<file path="config.mk">
export PLATFORM = sky130hd
export DESIGN_NAME = png_feed_ctrl_flat
export DESIGN_NICKNAME = d
export VERILOG_FILES = /design/src/rtl/png_feed_pkg.sv /design/src/rtl/png_feed_ctrl_if.sv /design/src/rtl/png_pkt_filter.sv /design/src/rtl/png_feed_ctrl.sv /design/src/flat_wrapper.sv
export SDC_FILE = /design/constraint.sdc
export NUM_CORES = 1
export LEC_CHECK = 0
export ABC_AREA = 1
export BUFFER_PORTS_ARGS = -buffer_cell sky130_fd_sc_hd__buf_2
export CORE_AREA = 8 8 274 276
export DETAILED_ROUTE_END_ITERATION = 6
export DIE_AREA = 0 0 282 284
export GPL_TIMING_DRIVEN = 0
export PLACE_DENSITY = 0.67
export SLEW_MARGIN = 0
export SYNTH_ARGS = -nofsm -noshare
export SYNTH_HDL_FRONTEND = slang
export SYNTH_SLANG_ARGS = --single-unit
</file>
<file path="constraint.sdc">
create_clock -name clk -period 5.8 [get_ports clk]
set_input_delay 0.58 -clock clk [delete_from_list [all_inputs] [get_ports clk]]
set_output_delay 0.58 -clock clk [all_outputs]
set_load 0.05 [all_outputs]
</file>
<file path="src/rtl/png_feed_pkg.sv">
// png_feed_pkg -- shared definitions for the PNG packet-to-byte feeder.
// Holds the packet geometry, the controller state encoding and a small
// helper used when sizing the byte count of an accepted packet.
package png_feed_pkg;

  localparam int DATA_W      = 552;
  localparam int FRAME_BYTES = 69;   // DATA_W / 8

  typedef enum logic [2:0] {
    ST_IDLE     = 3'd0,
    ST_WAIT_PKT = 3'd1,
    ST_START    = 3'd2,
    ST_STREAM   = 3'd3,
    ST_DONE     = 3'd4
  } state_t;

  // Bytes to play out of a packet: never more than the image still needs.
  function automatic logic [6:0] clip_bytes(input logic [6:0]  nbytes,
                                            input logic [31:0] remaining);
    if (remaining < {25'd0, nbytes}) return remaining[6:0];
    return nbytes;
  endfunction

endpackage

</file>
<file path="src/rtl/png_feed_ctrl_if.sv">
// png_feed_ctrl_if -- packet bus into the feeder.
// Handshake: the master holds pkt_valid and all pkt_* payload fields stable
// until it sees pkt_ready; a packet transfers on a rising clk edge where
// pkt_valid and pkt_ready are both high. pkt_ready may not depend on
// pkt_valid.
//   pkt_valid  : master -> slave, packet present
//   pkt_ready  : slave -> master, packet can be taken this cycle
//   pkt_data   : payload, first byte in the top 8 bits
//   pkt_ip     : source IP
//   pkt_port   : source port
//   pkt_nbytes : number of valid payload bytes
interface png_feed_ctrl_if #(
  parameter int DATA_W = png_feed_pkg::DATA_W
) ();

  logic              pkt_valid;
  logic              pkt_ready;
  logic [DATA_W-1:0] pkt_data;
  logic [31:0]       pkt_ip;
  logic [15:0]       pkt_port;
  logic [6:0]        pkt_nbytes;

  modport master (
    output pkt_valid, pkt_data, pkt_ip, pkt_port, pkt_nbytes,
    input  pkt_ready
  );

  modport slave (
    input  pkt_valid, pkt_data, pkt_ip, pkt_port, pkt_nbytes,
    output pkt_ready
  );

endinterface

</file>
<file path="src/rtl/png_pkt_filter.sv">
// png_pkt_filter -- combinational packet acceptance check.
// match is high when the packet comes from the configured IP/port and
// carries between 1 and FRAME_BYTES payload bytes.
//   pkt_ip, pkt_port, pkt_nbytes : fields of the offered packet
//   cfg_ip, cfg_port             : accepted source (compared live)
//   match                        : packet is to be streamed
module png_pkt_filter #(
  parameter int FRAME_BYTES = png_feed_pkg::FRAME_BYTES
) (
  input  logic [31:0] pkt_ip,
  input  logic [15:0] pkt_port,
  input  logic [6:0]  pkt_nbytes,
  input  logic [31:0] cfg_ip,
  input  logic [15:0] cfg_port,
  output logic        match
);

  localparam logic [6:0] MAX_NB = 7'(FRAME_BYTES);

  always_comb begin
    match = (pkt_ip == cfg_ip) && (pkt_port == cfg_port) &&
            (pkt_nbytes != 7'd0) && (pkt_nbytes <= MAX_NB);
  end

endmodule

</file>
<file path="src/rtl/png_feed_ctrl.sv">
// png_feed_ctrl -- turns network packets into the byte stream of a PNG
// decoder. Matching packets are loaded into a shift register and played
// out one byte at a time until cfg_img_len bytes have been delivered.
//   clk, rstn      : clock, asynchronous active-low reset
//   cfg_en         : run enable; dropping it aborts to IDLE
//   cfg_ip/port    : accepted packet source
//   cfg_img_len    : total image bytes, sampled when leaving IDLE
//   pkt            : packet bus (slave side)
//   ostart         : one-cycle decoder start before the first byte
//   ovalid, obyte  : decoder byte stream, held while iready=0
//   iready         : decoder accepts obyte
//   busy, done     : not IDLE / end-of-image pulse
//   drop_cnt       : saturating count of rejected packets
//   state_dbg      : current FSM state
module png_feed_ctrl #(
  parameter int DATA_W      = png_feed_pkg::DATA_W,
  parameter int FRAME_BYTES = png_feed_pkg::FRAME_BYTES
) (
  input  logic                   clk,
  input  logic                   rstn,
  input  logic                   cfg_en,
  input  logic [31:0]            cfg_ip,
  input  logic [15:0]            cfg_port,
  input  logic [31:0]            cfg_img_len,
  png_feed_ctrl_if.slave         pkt,
  output logic                   ostart,
  output logic                   ovalid,
  output logic [7:0]             obyte,
  input  logic                   iready,
  output logic                   busy,
  output logic                   done,
  output logic [15:0]            drop_cnt,
  output logic [2:0]             state_dbg
);

  import png_feed_pkg::*;

  state_t            state_q, state_d;
  logic [31:0]       remaining_q, remaining_d;
  logic [6:0]        byte_cnt_q, byte_cnt_d;
  logic              first_q, first_d;
  logic [DATA_W-1:0] shift_q, shift_d;
  logic              ostart_q, ostart_d;
  logic              ovalid_q, ovalid_d;
  logic [7:0]        obyte_q, obyte_d;
  logic              done_q, done_d;
  logic [15:0]       drop_cnt_q, drop_cnt_d;

  logic match;
  logic pkt_hs;
  logic byte_xfer;

  png_pkt_filter #(.FRAME_BYTES(FRAME_BYTES)) u_filter (
    .pkt_ip     (pkt.pkt_ip),
    .pkt_port   (pkt.pkt_port),
    .pkt_nbytes (pkt.pkt_nbytes),
    .cfg_ip     (cfg_ip),
    .cfg_port   (cfg_port),
    .match      (match)
  );

  assign pkt.pkt_ready = (state_q == ST_WAIT_PKT);
  assign pkt_hs        = pkt.pkt_valid && (state_q == ST_WAIT_PKT);
  assign byte_xfer     = ovalid_q && iready;

  always_comb begin
    state_d     = state_q;
    remaining_d = remaining_q;
    byte_cnt_d  = byte_cnt_q;
    first_d     = first_q;
    shift_d     = shift_q;
    ostart_d    = 1'b0;
    ovalid_d    = ovalid_q;
    obyte_d     = obyte_q;
    done_d      = 1'b0;
    drop_cnt_d  = drop_cnt_q;

    if ((state_q != ST_IDLE) && !cfg_en) begin
      // Abort: whatever is in flight is thrown away, no done pulse.
      state_d     = ST_IDLE;
      remaining_d = '0;
      byte_cnt_d  = '0;
      first_d     = 1'b0;
      shift_d     = '0;
      ovalid_d    = 1'b0;
      obyte_d     = '0;
    end else begin
      case (state_q)
        ST_IDLE: begin
          ovalid_d = 1'b0;
          if (cfg_en && (cfg_img_len != 32'd0)) begin
            remaining_d = cfg_img_len;
            first_d     = 1'b1;
            state_d     = ST_WAIT_PKT;
          end
        end

        ST_WAIT_PKT: begin
          if (pkt_hs) begin
            if (match) begin
              shift_d    = pkt.pkt_data;
              byte_cnt_d = clip_bytes(pkt.pkt_nbytes, remaining_q);
              if (first_q) begin
                ostart_d = 1'b1;
                state_d  = ST_START;
              end else begin
                // Later packets go straight to streaming, so the first
                // byte is presented from the incoming payload.
                ovalid_d = 1'b1;
                obyte_d  = pkt.pkt_data[DATA_W-1 -: 8];
                state_d  = ST_STREAM;
              end
            end else if (drop_cnt_q != 16'hFFFF) begin
              drop_cnt_d = drop_cnt_q + 16'd1;
            end
          end
        end

        ST_START: begin
          first_d  = 1'b0;
          ovalid_d = 1'b1;
          obyte_d  = shift_q[DATA_W-1 -: 8];
          state_d  = ST_STREAM;
        end

        ST_STREAM: begin
          if (byte_xfer) begin
            shift_d     = shift_q << 8;
            byte_cnt_d  = byte_cnt_q - 7'd1;
            remaining_d = remaining_q - 32'd1;
            if (remaining_q == 32'd1) begin
              ovalid_d = 1'b0;
              done_d   = 1'b1;
              state_d  = ST_DONE;
            end else if (byte_cnt_q == 7'd1) begin
              ovalid_d = 1'b0;
              state_d  = ST_WAIT_PKT;
            end else begin
              // Next byte is the one just below the outgoing top byte.
              obyte_d = shift_q[DATA_W-9 -: 8];
            end
          end
        end

        ST_DONE: begin
          state_d = ST_IDLE;
        end

        default: begin
          state_d  = ST_IDLE;
          ovalid_d = 1'b0;
        end
      endcase
    end
  end

  always_ff @(posedge clk or negedge rstn) begin
    if (!rstn) begin
      state_q     <= ST_IDLE;
      remaining_q <= '0;
      byte_cnt_q  <= '0;
      first_q     <= 1'b0;
      shift_q     <= '0;
      ostart_q    <= 1'b0;
      ovalid_q    <= 1'b0;
      obyte_q     <= '0;
      done_q      <= 1'b0;
      drop_cnt_q  <= '0;
    end else begin
      state_q     <= state_d;
      remaining_q <= remaining_d;
      byte_cnt_q  <= byte_cnt_d;
      first_q     <= first_d;
      shift_q     <= shift_d;
      ostart_q    <= ostart_d;
      ovalid_q    <= ovalid_d;
      obyte_q     <= obyte_d;
      done_q      <= done_d;
      drop_cnt_q  <= drop_cnt_d;
    end
  end

  assign ostart    = ostart_q;
  assign ovalid    = ovalid_q;
  assign obyte     = obyte_q;
  assign done      = done_q;
  assign drop_cnt  = drop_cnt_q;
  assign busy      = (state_q != ST_IDLE);
  assign state_dbg = state_q;

endmodule

</file>
<file path="src/flat_wrapper.sv">
// flat-port wrapper written by rule: the top's interface ports become plain ports
module png_feed_ctrl_flat import png_feed_pkg::*;
#(
  parameter int DATA_W      = png_feed_pkg::DATA_W,
  parameter int FRAME_BYTES = png_feed_pkg::FRAME_BYTES
)
  (clk, rstn, cfg_en, cfg_ip, cfg_port, cfg_img_len, ostart, ovalid, obyte, iready, busy, done, drop_cnt, state_dbg, pkt_pkt_valid, pkt_pkt_data, pkt_pkt_ip, pkt_pkt_port, pkt_pkt_nbytes, pkt_pkt_ready);
  png_feed_ctrl_if #(.DATA_W(DATA_W)) pkt_i ();
  input  logic clk;
  input  logic rstn;
  input  logic cfg_en;
  input  logic [31:0] cfg_ip;
  input  logic [15:0] cfg_port;
  input  logic [31:0] cfg_img_len;
  output logic ostart;
  output logic ovalid;
  output logic [7:0] obyte;
  input  logic iready;
  output logic busy;
  output logic done;
  output logic [15:0] drop_cnt;
  output logic [2:0] state_dbg;
  input wire logic [$bits(pkt_i.pkt_valid)-1:0] pkt_pkt_valid;
  input wire logic [$bits(pkt_i.pkt_data)-1:0] pkt_pkt_data;
  input wire logic [$bits(pkt_i.pkt_ip)-1:0] pkt_pkt_ip;
  input wire logic [$bits(pkt_i.pkt_port)-1:0] pkt_pkt_port;
  input wire logic [$bits(pkt_i.pkt_nbytes)-1:0] pkt_pkt_nbytes;
  output wire logic [$bits(pkt_i.pkt_ready)-1:0] pkt_pkt_ready;
  assign pkt_i.pkt_valid = pkt_pkt_valid;
  assign pkt_i.pkt_data = pkt_pkt_data;
  assign pkt_i.pkt_ip = pkt_pkt_ip;
  assign pkt_i.pkt_port = pkt_pkt_port;
  assign pkt_i.pkt_nbytes = pkt_pkt_nbytes;
  assign pkt_pkt_ready = pkt_i.pkt_ready;
  png_feed_ctrl #(.DATA_W(DATA_W), .FRAME_BYTES(FRAME_BYTES)) u_core (.clk(clk), .rstn(rstn), .cfg_en(cfg_en), .cfg_ip(cfg_ip), .cfg_port(cfg_port), .cfg_img_len(cfg_img_len), .pkt(pkt_i), .ostart(ostart), .ovalid(ovalid), .obyte(obyte), .iready(iready), .busy(busy), .done(done), .drop_cnt(drop_cnt), .state_dbg(state_dbg));
endmodule
</file>
==> results.py, run 1 <==
metrics = {
    "routing": {
        "routed_wl_mm": 117,
        "via_per_inst": 5.48,
        "firstDrtPassIters": 6,
        "drtIter0Drc": 2820,
        "wl_per_cell_um": 21.1,
        "vias": 30397,
        "drtAntennaViolNets": 0,
        "drcViolationCount": 0,
    },
    "synthesis": {
        "yosysWarnings": 0,
        "synth_seq_cells": 622,
        "synth_edf_count": 0,
        "ys_types": 41,
        "syn-num-nets": 4392,
        "synth_flop_cell": "dfrtp_1",
        "ys_seq_area_frac": 0.505,
        "synth.cell_area_um2": 30800,
        "syn_inst": 3689,
        "syn_avg_cell_area_um2": 8.35,
        "synthArstFlopShare": 1.00,
    },
    "power": {
        "switchingPower_mw": 9.49,
        "power_leakage_nw": 18.4,
        "p_seq_frac": 0.347,
        "p_clk_frac": 0.210,
        "p_int_mw": 12.1,
        "cellPowerDensity_nw_per_um2": 563,
        "irDropWorstVdd_mv": 0.289,
        "pwr-share-comb": 0.442,
        "swShare": 0.440,
    },
    "cts": {
        "cts-root-buf": "clkbuf_16",
        "post_cts.repair.setup_buffers": 0,
        "htree_levels": 3,
        "clock_sinks": 622,
        "path_clk_slew_ns": 0.06,
        "cts_buffers": 70,
        "cts_buffer_depth": 3,
        "post_cts_resized": 0,
        "ctsHoldBuffers": 0,
        "insertion_delay_ns": 0.60,
        "cts_tree": "yes",
    },
    "timing": {
        "setup_violations": 0,
        "rsz0062_at_grt": "false",
        "hold_viol": 16,
        "slew_violations": 0,
        "fin_crit_sh": 0.547,
        "fin_skew_ns": 0.0315,
        "worst_slew_pin_slew_ns": 0.771,
        "slew-limit-headroom": 0.486,
        "post-route-min-period_ns": 3.17,
        "holdWs_ns": -0.0157,
        "max_freq_mhz": 315,
    },
    "layout": {
        "area_delta_synth_final_pct": 24.1,
        "nNetsFinal": 5192,
        "fin_cells": 5546,
        "drive_above_1_share": 0.206,
        "nFillCells": 6732,
    },
    "floorplan": {
        "io_pins": 724,
        "die_x_um": 282,
        "core-area_um2": 70800,
        "die_h_um": 284,
        "rows": 98,
        "initial_core_util": 0.436,
        "dieArea_um2": 80100,
    },
    "placement": {
        "hpwlAfterDp_mm": 90.0,
        "place.port_buffers": 723,
        "gp_congestion": 0.944,
        "placed_cells": 5367,
    },
    "critical_path": {
        "critPathMaxStageDelay_ns": 0.48,
        "r2r-end": "u_core.shift_q[549]$_DFFE_PN0P_",
        "critPathArrivalTime_ns": 3.63,
        "worst_setup_path_end_kind": "register",
        "critPathMaxFanout": 10,
        "cp-startpoint": "u_core.state_dbg[2]$_DFFE_PN0P_",
        "crit_type": "register to register",
        "crit_slowest_cell": "clkbuf_1",
        "cp_num_buf_inv": 4,
        "cp.required_ns": 6.26,
        "crit_family": "simple AND/OR/NAND/NOR gates",
        "cp_cell_sequence": "inv_1 > nand2_1 > nor2_4 > inv_2 > nor2_4 > nand2_1 > nand2_1 > a31oi_4 > nand2_4 > buf_2 > clkbuf_1 > o21ai_1",
        "reg2reg_depth": 12,
        "cp_common_cell": "nand2_1",
        "rrSetupSlack_ns": 2.63,
        "cp-start-kind": "register",
        "r2r_start": "u_core.state_dbg[2]$_DFFE_PN0P_",
    },
    "global_route": {
        "grt_util_all_layers": 0.283,
        "first_global_vias": 30530,
        "grt_max_degree": 121,
        "grt_pass1_wl_mm": 178,
        "antenna_found_initial": 78,
        "overflow": 0,
    },
    "outcome": {
        "status": "complete, but fails checks",
        "violations": "hold timing",
    },
    "min_path": {
        "min_path_type": "primary input to asynchronous set/reset pin",
    },
    "flow_run": {
        "cap_violations": 0,
    },
}
Yosys cell counts (15+ instances only):
| cell type | number | area (um^2) |
|---|---|---|
| o21ai_1 | 403 | 2020 |
| a21oi_1 | 29 | 145 |
| nor2_1 | 145 | 544 |
| o21ai_0 | 393 | 1970 |
| buf_1 | 17 | 63.8 |
| o21bai_1 | 166 | 1250 |
| clkbuf_1 | 187 | 702 |
| xor2_1 | 17 | 149 |
| nand3_1 | 65 | 325 |
| dfrtp_1 | 622 | 15600 |
| nand4_1 | 15 | 93.8 |
| nand2_1 | 926 | 3480 |
| inv_1 | 170 | 638 |
| nor3_1 | 21 | 105 |
| a22oi_1 | 376 | 2820 |
| buf_2 | 63 | 315 |
sequential cells by signal, summed over array words and instances, names as in the netlist:
signal	count
u_core.state_dbg	3
u_core.shift_q	552
u_core.done	1
u_core.drop_cnt	16
u_core.ostart	1
u_core.first_q	1
u_core.obyte	8
u_core.remaining_q	32
u_core.byte_cnt_q	7
u_core.ovalid	1
cell usage in the layout, fill, tap and decap left out, types with 5 or more instances in the layout:
master,Yosys,final
nand4_1,15,15
clkbuf_16,0,72
buf_6,5,5
bufinv_16,0,5
clkbuf_1,187,201
ha_1,11,11
o21ai_0,393,393
clkinv_2,0,13
inv_1,170,170
nand2_1,926,926
buf_4,12,12
buf_16,0,5
a31oi_1,6,6
xor2_1,17,17
buf_1,17,17
diode_2,0,57
a21oi_1,29,29
xnor2_1,6,6
nor2_1,145,145
o21bai_1,166,166
or2_2,6,6
a22oi_1,376,376
clkbuf_8,0,15
nand3_1,65,65
o21ai_1,403,403
dfrtp_1,622,622
nor3_1,21,21
buf_2,63,785
nor4_1,6,6
power groups by stage:
| stage | Sequential [mW] | Clock [mW] | Combinational [mW] |
|---|---|---|---|
| 3_3_place_gp | 7.46 | 0 | 9.25 |
| 4_1_cts | 7.43 | 4.60 | 9.50 |
| 6_report | 7.48 | 4.53 | 9.53 |
| 3_5_place_dp | 7.47 | 0 | 9.48 |
| 5_1_grt | 7.66 | 4.78 | 10.7 |
| 2_1_floorplan | 7.21 | 0 | 6.58 |
logic make-up after synthesis:
logic type                 share of synthesized area
xor gates and xnor gates                     0.00654
DFF                                            0.505
and+or+nand+nor                                0.153
adders and majority gates                    0.00447
buffers and inverters                         0.0610
AOI/OAI and AO/OA                              0.270
layer usage:
| layer | track usage | up-vias | part of all wire |
|---|---|---|---|
| li1 | - | 14382 | - |
| met1 | 0.355 | 14489 | 0.40 |
| met2 | 0.460 | 1212 | 0.48 |
| met3 | 0.0781 | 262 | 0.089 |
| met4 | 0.110 | 52 | 0.034 |
| met5 | 0 | - | 0.0029 |
worst register-to-register path, stage by stage (launching register included):
cell and delay [ns]:
dfrtp_1 0.44, inv_1 0.14, nand2_1 0.11, nor2_4 0.34, inv_2 0.10, nor2_4 0.32, nand2_1 0.12, nand2_1 0.17
a31oi_4 0.07, nand2_4 0.26, buf_2 0.37, clkbuf_1 0.48, o21ai_1 0.12
worst max path at each step:
stage | end | slack, ns | cells after the start
3_5_place_dp | u_core.shift_q[549]$_DFFE_PN0P_ | 2.57 | 11
4_1_cts | u_core.byte_cnt_q[5]$_DFFE_PN0P_ | 2.61 | 12
5_1_grt | u_core.shift_q[5]$_DFFE_PN0P_ | 2.34 | 12
3_3_place_gp | u_core.shift_q[202]$_DFFE_PN0P_ | -9.32 | 1
2_1_floorplan | u_core.byte_cnt_q[5]$_DFFE_PN0P_ | 3.03 | 12
6_report | u_core.shift_q[549]$_DFFE_PN0P_ | 2.63 | 12
final cells by class:
| type | count | area (um^2) | area share |
|---|---|---|---|
| Antenna cell | 57 | 143 | 0.00373 |
| Buffer | 284 | 1230 | 0.0321 |
| Clock buffer | 101 | 2060 | 0.0539 |
| Clock inverter | 21 | 264 | 0.00690 |
| Inverter | 174 | 653 | 0.0171 |
| Multi-Input combinational cell | 2609 | 13400 | 0.350 |
| Sequential cell | 622 | 15600 | 0.407 |
| Tap cell | 950 | 1190 | 0.0311 |
| Timing Repair Buffer | 728 | 3770 | 0.0985 |
metrics by stage:
step | util | setup WS (ns) | area (um^2) | setup TNS [ns] | power, mW
finish | 0.541 | 2.63 | 38200 | 0 | 21.5
global route | 0.540 | 2.34 | 38200 | 0 | 23.2
CTS | 0.539 | 2.61 | 38100 | 0 | 21.5
detailed placement | 0.506 | 2.57 | 35800 | 0 | 16.9
global placement | 0.504 | -9.32 | 35600 | -5737.42 | 16.7
floorplan | - | 3.03 | 30800 | 0 | 13.8
No activity file was read; power rests on OpenSTA's default activity.
==> inputs of run 2 (changes only) <==
- ABC_AREA: 1 -> 0
- CORE_AREA: 8 8 274 276 -> 8 8 278 280
- DIE_AREA: 0 0 282 284 -> 0 0 286 288
- PLACE_DENSITY: 0.67 -> 0.7
- clock period: 5.8 -> 2.8 ns (I/O delays scaled with it)
==> results.py, run 2 <==
metrics = {
    "critical_path": {
        "cp_num_buf_inv": 3,
        "r2r_start": "u_core.state_dbg[2]$_DFFE_PN0P_",
        "crit_family": "buffers and inverters",
        "crit_type": "register to register",
        "worst_setup_path_end_kind": "register",
        "r2r-end": "u_core.shift_q[511]$_DFFE_PN0P_",
        "cp-start-kind": "register",
        "critPathMaxStageDelay_ns": 0.59,
        "reg2reg_depth": 7,
        "critPathMaxFanout": 10,
        "crit_slowest_cell": "buf_1",
        "cp.required_ns": 3.25,
        "rrSetupSlack_ns": 0.009,
        "cp_cell_sequence": "buf_8 > nand2b_1 > nor2_4 > clkbuf_2 > buf_1 > mux2i_1 > o31ai_2",
        "critPathArrivalTime_ns": 3.24,
    },
    "global_route": {
        "overflow": 0,
        "first_global_vias": 28257,
        "grt_pass1_wl_mm": 169,
        "grt_util_all_layers": 0.262,
        "antenna_found_initial": 80,
        "grt_max_degree": 120,
    },
    "layout": {
        "nFillCells": 6155,
        "final_cell_mix": "buf_2, dfrtp_1, a22o_1",
        "area_delta_synth_final_pct": 30.3,
        "drive_above_1_share": 0.412,
        "mostFrequentLayoutCell": "buf_2",
        "nNetsFinal": 4341,
        "regArea_um2": 15600,
        "multi_input_area_um2": 15400,
        "largest_register": "u_core.shift_q",
        "fin_cells": 4717,
        "largest_reg_flops": 552,
    },
    "power": {
        "irDropWorstVdd_mv": 0.673,
        "power_leakage_nw": 19.7,
        "pwr-share-comb": 0.451,
        "p_seq_frac": 0.330,
        "cellPowerDensity_nw_per_um2": 1090,
        "p_int_mw": 28.3,
        "p_clk_frac": 0.220,
        "swShare": 0.376,
        "switchingPower_mw": 17.0,
    },
    "cts": {
        "path_clk_slew_ns": 0.06,
        "cts_tree": "yes",
        "cts_buffer_depth": 3,
        "insertion_delay_ns": 0.62,
        "cts-root-buf": "clkbuf_16",
        "htree_levels": 3,
        "cts_buffers": 73,
        "clock_sinks": 622,
    },
    "floorplan": {
        "dieArea_um2": 82400,
        "initial_core_util": 0.441,
        "rows": 99,
        "io_pins": 724,
        "die_h_um": 288,
        "die_x_um": 286,
        "core-area_um2": 72600,
    },
    "timing": {
        "rsz0062_at_grt": "true",
        "slew_violations": 0,
        "holdWs_ns": 0.0196,
        "slew-limit-headroom": 0.473,
        "worst_slew_pin_slew_ns": 0.790,
        "setup_violations": 0,
        "fin_skew_ns": 0.0229,
        "max_freq_mhz": 358,
        "hold_viol": 0,
        "post-route-min-period_ns": 2.79,
        "fin_crit_sh": 0.997,
    },
    "synthesis": {
        "syn_inst": 2674,
        "synth_common_cells": "dfrtp_1, a22o_1, mux2_2",
        "synth_top_area_frac": 0.486,
        "synthArstFlopShare": 1.00,
        "ys_types": 58,
        "synth_seq_cells": 622,
        "yosysWarnings": 0,
        "synth_top_cell_by_area": "dfrtp_1",
        "syn_avg_cell_area_um2": 12.0,
        "synth_flop_cell": "dfrtp_1",
        "synth_edf_count": 0,
        "synth_area_leaders": "dfrtp_1, mux2_2, a22o_1",
        "ys_seq_area_frac": 0.486,
        "yosysMostFrequentCell": "dfrtp_1",
        "syn-num-nets": 3377,
        "synth.cell_area_um2": 32000,
    },
    "routing": {
        "drcViolationCount": 0,
        "vias": 27057,
        "drtAntennaViolNets": 0,
        "via_per_inst": 5.74,
        "wl_per_cell_um": 23.9,
        "firstDrtPassIters": 6,
        "drtIter0Drc": 2078,
        "routed_wl_mm": 113,
    },
    "min_path": {
        "hold_path_depth": 3,
        "hold_end": "u_core.obyte[0]$_DFFE_PN0P_",
        "worstHoldStart": "pkt_pkt_data[544]",
        "min_path_type": "primary input to register",
    },
    "placement": {
        "place.port_buffers": 723,
        "placed_cells": 4361,
        "gp_congestion": 0.946,
        "hpwlAfterDp_mm": 85.5,
    },
    "flow_run": {
        "cap_violations": 0,
    },
    "outcome": {
        "status": "finished clean",
    },
}
[run 2: changes by cell type in the layout (fill, tap and decap cells not counted), moves of 126 or more]
cell / previous run / this run
nand2_1: 926 / 48
o21ai_1: 403 / 1
a22o_1: 1 / 388
mux2_2: 0 / 381
a22oi_1: 376 / 4
o21ai_0: 393 / 64
mux2i_1: 0 / 174
o21bai_1: 166 / 0
inv_1: 170 / 21
dlygate4sd3_1: 0 / 146
nand3_1: 65 / 191
[run 2: worst max path at each step]
stage | from | to | slack (ns) | cells past startpoint
after floorplan | u_core.state_dbg[1]$_DFFE_PN0P_ | u_core.shift_q[100]$_DFFE_PN0P_ | -0.03 | 8
after global placement | rstn | u_core.state_dbg[2]$_DFFE_PN0P_ | -13.20 | 1
after detailed placement | u_core.state_dbg[2]$_DFFE_PN0P_ | u_core.shift_q[356]$_DFFE_PN0P_ | -1.68 | 9
after CTS | u_core.state_dbg[2]$_DFFE_PN0P_ | u_core.byte_cnt_q[6]$_DFFE_PN0P_ | 0.0005 | 7
after global routing | u_core.state_dbg[2]$_DFFE_PN0P_ | u_core.shift_q[535]$_DFFE_PN0P_ | -0.13 | 7
final | u_core.state_dbg[2]$_DFFE_PN0P_ | u_core.shift_q[511]$_DFFE_PN0P_ | 0.009 | 7
[run 2: layout make-up]
class / count / area share
Antenna cell: 63 / 0.00378
Buffer: 249 / 0.0334
Tap cell: 959 / 0.0288
Inverter: 21 / 0.00189
Multi-Input combinational cell: 1778 / 0.370
Clock inverter: 27 / 0.00882
Timing Repair Buffer: 893 / 0.130
Sequential cell: 622 / 0.373
Clock buffer: 105 / 0.0506
[run 2: kinds of logic (layout without fill, tap and decap cells)]
family,count (synthesis),count (layout),synth area share
compound gates,735,735,0.199
flops,622,622,0.486
mux,555,555,0.188
simple gates,409,409,0.0656
buf+inv,274,1295,0.0381
xor+xnor,68,68,0.0186
fa+ha+maj,11,11,0.00430
other cells,0,63,0
[run 2: repair_timing]
item,4_1_cts,5_1_grt
endpoints found under the setup margin,602,492
gates cloned,1,0
pin swaps,5,3
hold buffers,146,0
buffers inserted,14,4
endpoints found under the hold margin,208,0
resized for setup,104,77
[run 2: through the flow]
step	util	TNS (ns)	worst slack (ns)	total power, mW	instance area (um^2)
floorplan	-	-8.45	-0.0324	29.0	32100
global placement	0.508	-8063.76	-13.20	33.9	36900
detailed placement	0.510	-616.58	-1.68	34.4	37100
CTS	0.570	0	0.000521	45.2	41400
global route	0.574	-4.23	-0.127	47.9	41700
finish	0.575	0	0.00913	45.3	41700
[run 2: tightest hold or removal path, cell delays in order]
cell and delay, ns:
buf_2 0.09, a21oi_1 0.06, o2bb2ai_1 0.14
[run 2: per-layer routing]
layer,up-vias,share of wire,track usage
li1,12282,-,-
met5,-,0.0017,0
met2,1078,0.48,0.427
met4,28,0.042,0.127
met1,13414,0.39,0.322
met3,255,0.079,0.0684
[run 2: power groups by stage]
stage          Sequential (mW)  Combinational [mW]  Clock, mW
2_1_floorplan             14.4                14.6          0
3_3_place_gp              14.9                19.1          0
3_5_place_dp              14.9                19.5          0
4_1_cts                   14.8                20.3       10.1
5_1_grt                   15.3                22.1       10.5
6_report                  14.9                20.4       9.95
==> inputs of run 3 (changes only) <==
- ABC_AREA: 0 -> 1
- CORE_AREA: 8 8 278 280 -> 8 8 276 278
- CTS_CLUSTER_SIZE: not set -> 8
- DIE_AREA: 0 0 286 288 -> 0 0 284 286
- PLACE_DENSITY: 0.7 -> 0.69
==> results.py, run 3 (same netlist as run 1, synthesis figures left out) <==
metrics = {
    "outcome": {
        "status": "finished clean",
    },
    "routing": {
        "drcViolationCount": 0,
        "via_per_inst": 5.63,
        "drtIter0Drc": 3576,
        "routed_wl_mm": 127,
        "wl_per_cell_um": 21.4,
        "drtAntennaViolNets": 0,
        "firstDrtPassIters": 6,
        "vias": 33280,
    },
    "timing": {
        "slew-limit-headroom": 0.394,
        "slew_violations": 0,
        "post-route-min-period_ns": 2.71,
        "setup_violations": 0,
        "fin_crit_sh": 0.967,
        "max_freq_mhz": 369,
        "worst_slew_pin_slew_ns": 0.910,
        "fin_skew_ns": 0.0266,
        "rsz0062_at_grt": "true",
        "hold_viol": 0,
    },
    "placement": {
        "place.port_buffers": 723,
        "gp_congestion": 0.958,
        "placed_area_um2": 35800,
        "hpwlAfterDp_mm": 90.3,
    },
    "power": {
        "p_total_mw": 46.0,
        "power_leakage_nw": 20.3,
        "cellPowerDensity_nw_per_um2": 1090,
        "irDropWorstVdd_mv": 0.652,
    },
    "cts": {
        "htree_levels": 3,
        "cts-root-buf": "clkbuf_16",
        "clock_sinks": 622,
        "path_clk_slew_ns": 0.05,
        "cts_tree": "yes",
        "cts_buffer_depth": 3,
        "insertion_delay_ns": 0.63,
        "cts_buffers": 87,
    },
    "min_path": {
        "hold_path_depth": 3,
        "min_path_type": "primary input to register",
    },
    "global_route": {
        "grt_pass1_wl_mm": 192,
        "overflow": 0,
        "grt_max_degree": 121,
        "antenna_found_initial": 56,
        "first_global_vias": 33640,
        "grt_util_all_layers": 0.297,
    },
    "layout": {
        "largest_reg_flops": 552,
        "largest_register": "u_core.shift_q",
        "fin_area_um2": 42300,
        "mostFrequentLayoutCell": "nand2_1",
        "nFillCells": 6259,
        "drive_above_1_share": 0.203,
        "nNetsFinal": 5604,
        "area_delta_synth_final_pct": 37.1,
        "final_cell_mix": "nand2_1, buf_2, dfrtp_1",
    },
    "floorplan": {
        "dieArea_um2": 81200,
        "rows": 99,
        "die_x_um": 284,
        "die_h_um": 286,
        "initial_core_util": 0.428,
        "io_pins": 724,
        "core-area_um2": 72100,
    },
    "critical_path": {
        "crit_type": "register to register",
        "worst_setup_path_end_kind": "register",
        "cp-start-kind": "register",
        "critPathMaxFanout": 10,
        "reg2reg_depth": 11,
        "cp.required_ns": 3.32,
        "critPathArrivalTime_ns": 3.23,
    },
    "flow_run": {
        "cap_violations": 0,
    },
}
run 3: routing by layer:
metal | vias to the layer above | global-route usage | wire length, um | share of wire
met5 | - | 0 | 137 | 0.0011
met4 | 22 | 0.157 | 6950 | 0.055
met3 | 497 | 0.0763 | 11400 | 0.090
met2 | 1768 | 0.479 | 59200 | 0.47
met1 | 15834 | 0.366 | 48800 | 0.39
li1 | 15159 | - | - | -
run 3: path summary, 6_finish.rpt:
check                                                      from                                 end  slack (ns)
worst max-delay path            u_core.state_dbg[2]$_DFFE_PN0P_     u_core.shift_q[302]$_DFFE_PN0P_        0.09
worst min-delay path                           pkt_pkt_data[52]      u_core.shift_q[52]$_DFFE_PN0P_        0.04
worst max register to register  u_core.state_dbg[2]$_DFFE_PN0P_     u_core.shift_q[302]$_DFFE_PN0P_        0.09
worst min register to register      u_core.obyte[5]$_DFFE_PN0P_         u_core.obyte[5]$_DFFE_PN0P_        0.47
max in group asynchronous                                  rstn      u_core.shift_q[43]$_DFFE_PN0P_        0.68
min in group asynchronous                                  rstn  u_core.remaining_q[10]$_DFFE_PN0P_        0.27
run 3: layout make-up:
type,instances,area [um^2],area share
flip-flops and latches,622,15600,0.368
plain buffers,282,1300,0.0309
well taps,959,1200,0.0284
inverters,174,653,0.0155
clock buffers,89,2220,0.0524
repair buffers,1125,7710,0.183
clock inverters,5,87.6,0.00207
multi-input cells,2609,13400,0.317
diodes,46,115,0.00272
run 3: metrics by stage:
step                worst slack, ns  utilization  cells  hold slack, ns   TNS, ns
floorplan                    0.0346            -   3689         -0.0156         0
global placement             -12.01        0.494   5371           0.452  -7526.34
detailed placement           -0.424        0.496   5376           0.415   -149.19
CTS                         0.00872        0.583   5862       0.0000950         0
global route                -0.0587        0.585   5893         0.00398    -0.642
finish                       0.0924        0.586   5911          0.0363         0
run 3: what timing repair did:
action / in CTS / in global routing
hold buffers: 387 / 0
hold endpoints to repair: 489 / 0
gates resized for setup: 24 / 78
setup endpoints to repair: 556 / 501
pin swaps: 2 / 1
buffers inserted: 6 / 4
run 3: worst max-delay path: stages, from the launching register on:
cell      delay, ns
dfrtp_1        0.44
inv_1          0.13
nand2_1        0.12
nor2_4         0.20
inv_2          0.07
nor2_4         0.13
buf_4          0.14
buf_4          0.24
buf_2          0.33
clkbuf_1       0.40
a22oi_1        0.20
o21ai_1        0.19
run 3: power breakdown:
part	internal (mW)	total, mW	switching, mW
combinational	6.98	20.9	13.9
clock	5.56	9.48	3.92
sequential	13.0	15.6	2.59
